### src/rtl/prio_pkg.sv
`default_nettype none
// ============================================================================
// Module      : prio_pkg
// Description : Shared definitions for the priority arbiter: selection-mode
//               encodings and the winner-index width helper.
// Revision    : 1.0 - initial release
// ============================================================================
package prio_pkg;

  // Selection mode as seen on the arbiter's mode input.
  typedef enum logic {
    MODE_FIXED = 1'b0,
    MODE_RR    = 1'b1
  } mode_e;

  // Width of an index able to address n requesters (at least one bit).
  function automatic int idx_width(input int n);
    return (n > 1) ? $clog2(n) : 1;
  endfunction

endpackage : prio_pkg
`default_nettype wire

### src/rtl/prio_pick.sv
`default_nettype none
// ============================================================================
// Module      : prio_pick
// Description : Combinational picker. Returns the highest index i for which
//               req[i] & mask[i] is set, and a flag saying whether any was.
// Ports       : req   [N-1:0]    request vector
//               mask  [N-1:0]    qualifying mask applied to req
//               found            at least one masked request is set
//               idx   [IDXW-1:0] highest masked set index (0 when !found)
// Revision    : 1.0 - initial release
// ============================================================================
module prio_pick
  import prio_pkg::*;
#(
  parameter int N    = 8,
  parameter int IDXW = idx_width(N)
) (
  input  logic [N-1:0]    req,
  input  logic [N-1:0]    mask,
  output logic            found,
  output logic [IDXW-1:0] idx
);

  // Ascending scan: the last hit overwrites earlier ones, leaving the highest.
  always_comb begin
    found = 1'b0;
    idx   = '0;
    for (int i = 0; i < N; i++) begin
      if (req[i] && mask[i]) begin
        found = 1'b1;
        idx   = IDXW'(i);
      end
    end
  end

endmodule : prio_pick
`default_nettype wire

### src/rtl/prio_arbiter.sv
`default_nettype none
// ============================================================================
// Module      : prio_arbiter
// Description : Registered N-way arbiter with fixed-priority (highest index
//               wins) and round-robin modes and a valid/ready output holding
//               the winner until the consumer accepts it.
// Ports       : clk               rising-edge clock
//               rst_n             asynchronous active-low reset
//               req   [N-1:0]     pending requests
//               mode              0 = fixed priority, 1 = round-robin
//               out_idx [IDXW-1:0] registered winner index
//               grant [N-1:0]     one-hot winner, zero when !out_valid
//               out_valid         out_idx/grant hold a winner
//               out_ready         consumer accepts the current winner
// Revision    : 1.0 - initial release
// ============================================================================
module prio_arbiter
  import prio_pkg::*;
#(
  parameter int N    = 8,
  parameter int IDXW = idx_width(N)
) (
  input  logic            clk,
  input  logic            rst_n,
  input  logic [N-1:0]    req,
  input  logic            mode,
  output logic [IDXW-1:0] out_idx,
  output logic [N-1:0]    grant,
  output logic            out_valid,
  input  logic            out_ready
);

  localparam logic [IDXW-1:0] PTR_RESET = IDXW'(N - 1);

  logic [IDXW-1:0] out_idx_q, out_idx_d;
  logic            out_valid_q, out_valid_d;
  logic [IDXW-1:0] ptr_q, ptr_d;

  logic            accept;
  logic            select;
  logic [N-1:0]    rr_mask;
  logic            masked_found, full_found;
  logic [IDXW-1:0] masked_idx, full_idx, win_idx;

  assign accept = out_valid_q && out_ready;
  assign select = !out_valid_q || out_ready;

  // Pointer moves one below the winner being accepted, wrapping 0 -> N-1.
  always_comb begin
    ptr_d = ptr_q;
    if (accept) begin
      ptr_d = (out_idx_q == '0) ? PTR_RESET : out_idx_q - 1'b1;
    end
  end

  // The round-robin mask uses the pointer value that takes effect at this
  // edge, so an accept and the next pick in the same cycle already rotate.
  for (genvar i = 0; i < N; i++) begin : g_mask
    assign rr_mask[i] = (i <= int'(ptr_d));
  end

  prio_pick #(.N(N), .IDXW(IDXW)) u_pick_masked (
    .req   (req),
    .mask  (rr_mask),
    .found (masked_found),
    .idx   (masked_idx)
  );

  prio_pick #(.N(N), .IDXW(IDXW)) u_pick_full (
    .req   (req),
    .mask  ({N{1'b1}}),
    .found (full_found),
    .idx   (full_idx)
  );

  // With no request at or below the pointer, round-robin wraps to the top.
  assign win_idx = ((mode == MODE_RR) && masked_found) ? masked_idx : full_idx;

  always_comb begin
    out_valid_d = out_valid_q;
    out_idx_d   = out_idx_q;
    if (select) begin
      out_valid_d = full_found;
      out_idx_d   = full_found ? win_idx : '0;
    end
  end

  always_ff @(posedge clk or negedge rst_n) begin
    if (!rst_n) begin
      out_valid_q <= 1'b0;
      out_idx_q   <= '0;
      ptr_q       <= PTR_RESET;
    end else begin
      out_valid_q <= out_valid_d;
      out_idx_q   <= out_idx_d;
      ptr_q       <= ptr_d;
    end
  end

  for (genvar i = 0; i < N; i++) begin : g_grant
    assign grant[i] = out_valid_q && (out_idx_q == IDXW'(i));
  end

  assign out_idx   = out_idx_q;
  assign out_valid = out_valid_q;

endmodule : prio_arbiter
`default_nettype wire

### config.mk
export PLATFORM = sky130hd
export DESIGN_NAME = prio_arbiter
export DESIGN_NICKNAME = d
export VERILOG_FILES = /design/src/rtl/prio_pkg.sv /design/src/rtl/prio_pick.sv /design/src/rtl/prio_arbiter.sv
export SDC_FILE = /design/constraint.sdc
export NUM_CORES = 1
export LEC_CHECK = 0
export ABC_AREA = 1
export BUFFER_PORTS_ARGS = -buffer_cell sky130_fd_sc_hd__buf_2
export CAP_MARGIN = 20
export CORE_MARGIN = 1.5
export CORE_UTILIZATION = 49
export CTS_CLUSTER_SIZE = 40
export DETAILED_ROUTE_END_ITERATION = 6
export MAX_ROUTING_LAYER = met4
export PLACE_DENSITY = 0.77
export SLEW_MARGIN = 10
export SYNTH_ARGS = -nofsm -noshare
export SYNTH_HDL_FRONTEND = slang
export SYNTH_HIERARCHICAL = 1
export SYNTH_SLANG_ARGS = --single-unit
### constraint.sdc
create_clock -name clk -period 2.7 [get_ports clk]
set_clock_uncertainty 0.1 [all_clocks]
set_input_delay 0.405 -clock clk [delete_from_list [all_inputs] [get_ports clk]]
set_output_delay 0.405 -clock clk [all_outputs]
set_load 0.02 [all_outputs]
======== Word-level counts from Yosys, hierarchy flattened ========
Cells that the tools add are included.
storage, ports and cells
  flip-flop bits (word level) ............. 7
  input port bits ......................... 12
  output and inout port bits .............. 12
cells by class
  $add $sub $neg .......................... 1
  $lt $le $gt $ge ......................... 7
  eq/ne operators ......................... 7
  mux-type cells .......................... 33
  reductions and logical operators ........ 20
operators by type and width
  cell                                                            number
  two-way mux 3 bit                                               12
  logical AND 1 bit                                               17
  two-way mux 1 bit                                               17
  == test 3 bit (second input constant)                           4
  less-or-equal comparator 3 bit (first input constant)           4
  two-way mux 2 bit                                               4
  == test 3 x 2 -> 1 bit (second input constant)                  2
  less-or-equal comparator 2 x 3 -> 1 bit (first input constant)  2
  == test 3 x 1 -> 1 bit (second input constant)                  1
  less-or-equal comparator 1 x 3 -> 1 bit (first input constant)  1
  logical NOT 3 bit                                               1
  subtractor 3 x 1 -> 3 bit (second input constant)               1
  logical NOT 1 bit                                               1
  logical OR 1 bit                                                1

======== Logic depth before layout (Yosys ltp) ========
  word-level depth ........................ 15
  mapped depth ............................ 19

======== Hierarchy ========
Netlist, hierarchy kept.
modules (own cells, without submodules)
  module        times used  cells an instance  area an instance (µm²)
  prio_arbiter  1           83                 559.3
  prio_pick     2           26                 101.3

======== Worst setup path before layout ========
Ideal clock, no wire load.
  path type ............................... register to register
  start ................................... register out_idx_q[0], in the netlist out_idx[0]
  end ..................................... register out_idx_q[1], in the netlist out_idx[1]
  setup time .............................. 0.126 ns
  arrival time ............................ 1.846 ns
  required time ........................... 2.474 ns
  setup slack ............................. 0.628 ns
  cell stages (with the launch flop) ...... 17
  path buffers ............................ 0
  clock period less this slack ............ 2.072 ns
  cells stage by stage .................... dfrtp_1 > inv_1 > ha_1 > nor2_1 > nand2_1 > nand2_2 > nand2_4 > inv_4 > nand2_1 > nand2_1 > nand2_1 > nor2_1 > nand3_1 > nand2_1 > nand2_1 > nand2_1 > o22ai_1
RTL lines
  element                                                         RTL line            source
  start, declared                                                 prio_arbiter.sv:35  logic [IDXW-1:0] out_idx_q, out_idx_d;
  start signal, assigned                                          prio_arbiter.sv:95  out_idx_q <= out_idx_d;
  subtractor 3 x 1 -> 3 bit or logical NOT 3 bit (tied branches)  prio_arbiter.sv:52  ptr_d = (out_idx_q == '0) ? PTR_RESET : out_idx_q - 1'b1;
  two-way mux 3 bit *                                             prio_arbiter.sv:52
  two-way mux 3 bit *                                             prio_arbiter.sv:51  if (accept) begin
  via ptr_d[2]                                                    prio_arbiter.sv:37  logic [IDXW-1:0] ptr_q, ptr_d;
  less-or-equal comparator 2 x 3 -> 1 bit *                       prio_arbiter.sv:59  assign rr_mask[i] = (i <= int'(ptr_d));
  via rr_mask[3]                                                  prio_arbiter.sv:41  logic [N-1:0] rr_mask;
  logical AND 1 bit *                                             prio_pick.sv:29     if (req[i] && mask[i]) begin
  two-way mux 1 bit * (5 in a row)                                prio_pick.sv:29
  via masked_found                                                prio_arbiter.sv:42  logic masked_found, full_found;
  logical AND 1 bit *                                             prio_arbiter.sv:77  assign win_idx = ((mode == MODE_RR) && masked_found) ? masked_idx : full_idx;
  two-way mux 3 bit *                                             prio_arbiter.sv:77
  two-way mux 3 bit *                                             prio_arbiter.sv:84  out_idx_d = full_found ? win_idx : '0;
The timed path passes the listed nets; every way through them passes the cells marked *.
A chain may end at the register's enable or synchronous reset.

======== Worst setup path in the final report ========
Same ends and word-level chain as after synthesis.

==> impl_metrics.env <==
export IMPL_p_sw_frac=0.4897
export IMPL_min_delay_path_class="primary input to flop"
export IMPL_cts_inserted_buffers=3
export IMPL_yosys_area_share_simple=0.5025
export IMPL_peakVddDrop_mv=0.3326
export IMPL_clock_power_share=0.146
export IMPL_synth_cell_types=17
export IMPL_maxCapViolCount=0
export IMPL_synth_top_family_by_area="simple AND/OR/NAND/NOR gates"
export IMPL_portBuffers=23
export IMPL_drcViolationCount=0
export IMPL_crit_chain="inv_1, ha_1, nor2_1, nand2_1, nand2_2, nand2_4, inv_4, nand2_1, nand2_1, nand2_1, nor2_1, nand3_1, nand2_1, nand2_1, nand2_1, o22ai_1"
export IMPL_max_freq_mhz=453.2
export IMPL_clockRootBuffer="clkbuf_4"
export IMPL_nNetsFinal=188
export IMPL_combPwrFrac=0.595
export IMPL_hold_buffers=1
export IMPL_cts_tree="done"
export IMPL_yosys_area_top_type_share=0.3251
export IMPL_synth_async_sr_flop_share=1.000
export IMPL_rows=14
export IMPL_setup_viol=0
export IMPL_synthTopCellsByArea="nand2_1 33%, dfrtp_1 13%, dfstp_2 10%, inv_1 9.9%, ha_1 8.2%"
export IMPL_core_area_sq_um=1471
export IMPL_synthFlopType="dfrtp_1"
export IMPL_clk_latency_ns=0.25
export IMPL_synth_adder_area_share=0.08210
export IMPL_diodes=0
export IMPL_drt_iter0_markers=20
export IMPL_dp_hpwl_microns=1299
export IMPL_dieArea_sq_um=1801
export IMPL_synth_compound_area_share=0.05419
export IMPL_ys_warnings_count=6
export IMPL_ios=24
export IMPL_track_usage=0.1982
export IMPL_ys_ff_latch=7
export IMPL_grt_pass1_wl_microns=2608
export IMPL_yosys_cell_count_top_type="nand2_1"
export IMPL_syn2layout_area_growth_pct=24.96
export IMPL_slowest_delay_ns=0.44
export IMPL_p_switching_mw=0.3183
export IMPL_maxSlewViolCount=0
export IMPL_fill_cells=148
export IMPL_synthXorXnorAreaFrac=0
export IMPL_routed_wl_microns=1529
export IMPL_cp_data_required_time_ns=2.74
export IMPL_endpoint_kind="flop"
export IMPL_avgViaCountPerCell=4.543
export IMPL_syn_area_per_cell_sq_um=5.644
export IMPL_slowest_stage="dfrtp_1"
export IMPL_cp_max_fo=6
export IMPL_arrival_ns=2.24
export IMPL_wl_per_cell_microns=8.220
export IMPL_synth_enable_flop_cells=0
export IMPL_synth_top_cell_by_area="nand2_1"
export IMPL_fin_crit_sh=0.8173
export IMPL_htree_levels=1
export IMPL_p_per_area_nw_per_um2=682.6
export IMPL_globalplace_congestion=0.9025
export IMPL_place_ws_ns=0.5254
export IMPL_syn_area_sq_um=762.0
export IMPL_die_h_microns=42.44
export IMPL_antenna_found_initial=0
export IMPL_cp_common_cell="nand2_1"
export IMPL_layout_drive_gt1_share=0.2294
export IMPL_seq_power_share=0.258
export IMPL_cts_repair_resized=0
export IMPL_fin_tns_setup_ns=0
export IMPL_cts_root_to_sink_buffers=2
export IMPL_netlist_top_cells_count="66 x nand2_1, 20 x inv_1, 13 x nor2_1"
export IMPL_p_int_mw=0.3317
export IMPL_clk_pin_slew_ns=0.05
export IMPL_fp_dieW_microns=42.44
export IMPL_fin_crit_ns=2.207
export IMPL_drt_first_pass_iters=4
export IMPL_worst_slack_ns=0.4932
export IMPL_vias=845
export IMPL_critPathKind="flop to flop"
export IMPL_hold_viol=0
export IMPL_synthMuxAreaShare=0
export IMPL_grt_overflow_total=0
export IMPL_grt_max_degree=10
export IMPL_power_leakage_nw=0.6379
export IMPL_rsz0062_at_grt="no"
export IMPL_clock_sinks=7
export IMPL_status="completed"
export IMPL_ant_nets=0
export IMPL_post_cts_buffers=0
export IMPL_initial_core_util=0.5179
export IMPL_postLayoutCoreUtil=0.6471
export IMPL_synth_cells=135
export IMPL_worstSetupStartpointType="flop"
export IMPL_first_global_vias=722
export IMPL_yosysSeqAreaShare=0.2348
==> kinds of logic after synthesis <==
kind of cell               after synthesis
and+or+nand+nor                         92
buffers and inverters                   22
AOI/OAI and AO/OA                        8
DFF                                      7
adders and majority gates                5
other                                    1
==> worst max-delay path, delay by kind of cell (launching register included) <==
family | cells | cell delay (ns)
buffers and inverters | 2 | 0.17
adder cells (fa/ha/maj) | 1 | 0.25
flip-flops | 1 | 0.44
AO/OA/AOI/OAI | 1 | 0.06
AND/OR/NAND/NOR | 12 | 1.06
==> placed cells by master (no fill, tap or decap) <==
| master | n |
|---|---|
| a21oi_1 | 3 |
| buf_2 | 23 |
| clkbuf_1 | 1 |
| clkbuf_4 | 3 |
| conb_1 | 9 |
| dfrtp_1 | 4 |
| dfstp_2 | 3 |
| dlygate4sd3_1 | 1 |
| ha_1 | 5 |
| inv_1 | 20 |
| inv_4 | 1 |
| nand2_1 | 66 |
| nand2_2 | 5 |
| nand2_4 | 2 |
| nand3_1 | 4 |
| nor2_1 | 13 |
| nor2_2 | 2 |
| o21ai_0 | 2 |
| o21ai_1 | 2 |
| o22ai_1 | 1 |
==> metal layers <==
metal | up-vias | global-route usage | part of all wire
met5 | - | - | 0
met4 | 0 | 0.1313 | 0.020
met3 | 3 | 0.02586 | 0.042
met2 | 26 | 0.3385 | 0.50
met1 | 353 | 0.2118 | 0.44
li1 | 463 | - | -
==> power by group through the flow <==
stage | registers (mW) | clock network [mW] | logic, mW
final | 0.168 | 0.0951 | 0.387
after global routing | 0.172 | 0.108 | 0.443
after CTS | 0.168 | 0.0984 | 0.387
after detailed placement | 0.170 | 0 | 0.384
after global placement | 0.168 | 0 | 0.381
after floorplan | 0.181 | 0 | 0.280
==> final cells by class <==
class	instances	area (sq um)	share of cell area
clock buffer	4	26.28	0.02760
timing repair buffer	24	125.1	0.1314
tap	16	20.02	0.02102
multi-input combinational	114	520.5	0.5466
sequential	7	178.9	0.1879
inverter	21	81.33	0.08541
==> path summary, 6_finish.rpt <==
kind | from | end | slack [ns] | cells past startpoint
setup / recovery | out_idx[0] | out_idx[1] | 0.49 | 16
hold / removal | mode | out_idx[2] | 0.37 | 3
setup reg to reg | out_idx[0] | out_idx[1] | 0.49 | 16
hold reg to reg | ptr_q[0] | ptr_q[0] | 0.40 | 2
max in group asynchronous | rst_n | ptr_q[0] | 1.87 | 2
min in group asynchronous | rst_n | out_idx[0] | 0.41 | 2
==> registers in the layout (all words and copies together) (netlist names) <==
| signal | count |
|---|---|
| ptr_q | 3 |
| out_idx | 3 |
| out_valid | 1 |
==> metrics by stage <==
step                      hold slack (ns)  cell area [sq um]  cells  power, mW
after CTS                          0.3638              952.2    186     0.6531
after floorplan                  0.009409              792.0    143     0.4604
after detailed placement           0.1405              915.9    181     0.5541
after global routing               0.3727              952.2    186     0.7238
after global placement             0.1401              915.9    181     0.5486
final                              0.3685              952.2    186     0.6499
Note: power is estimated with default switching activity, not from simulation.
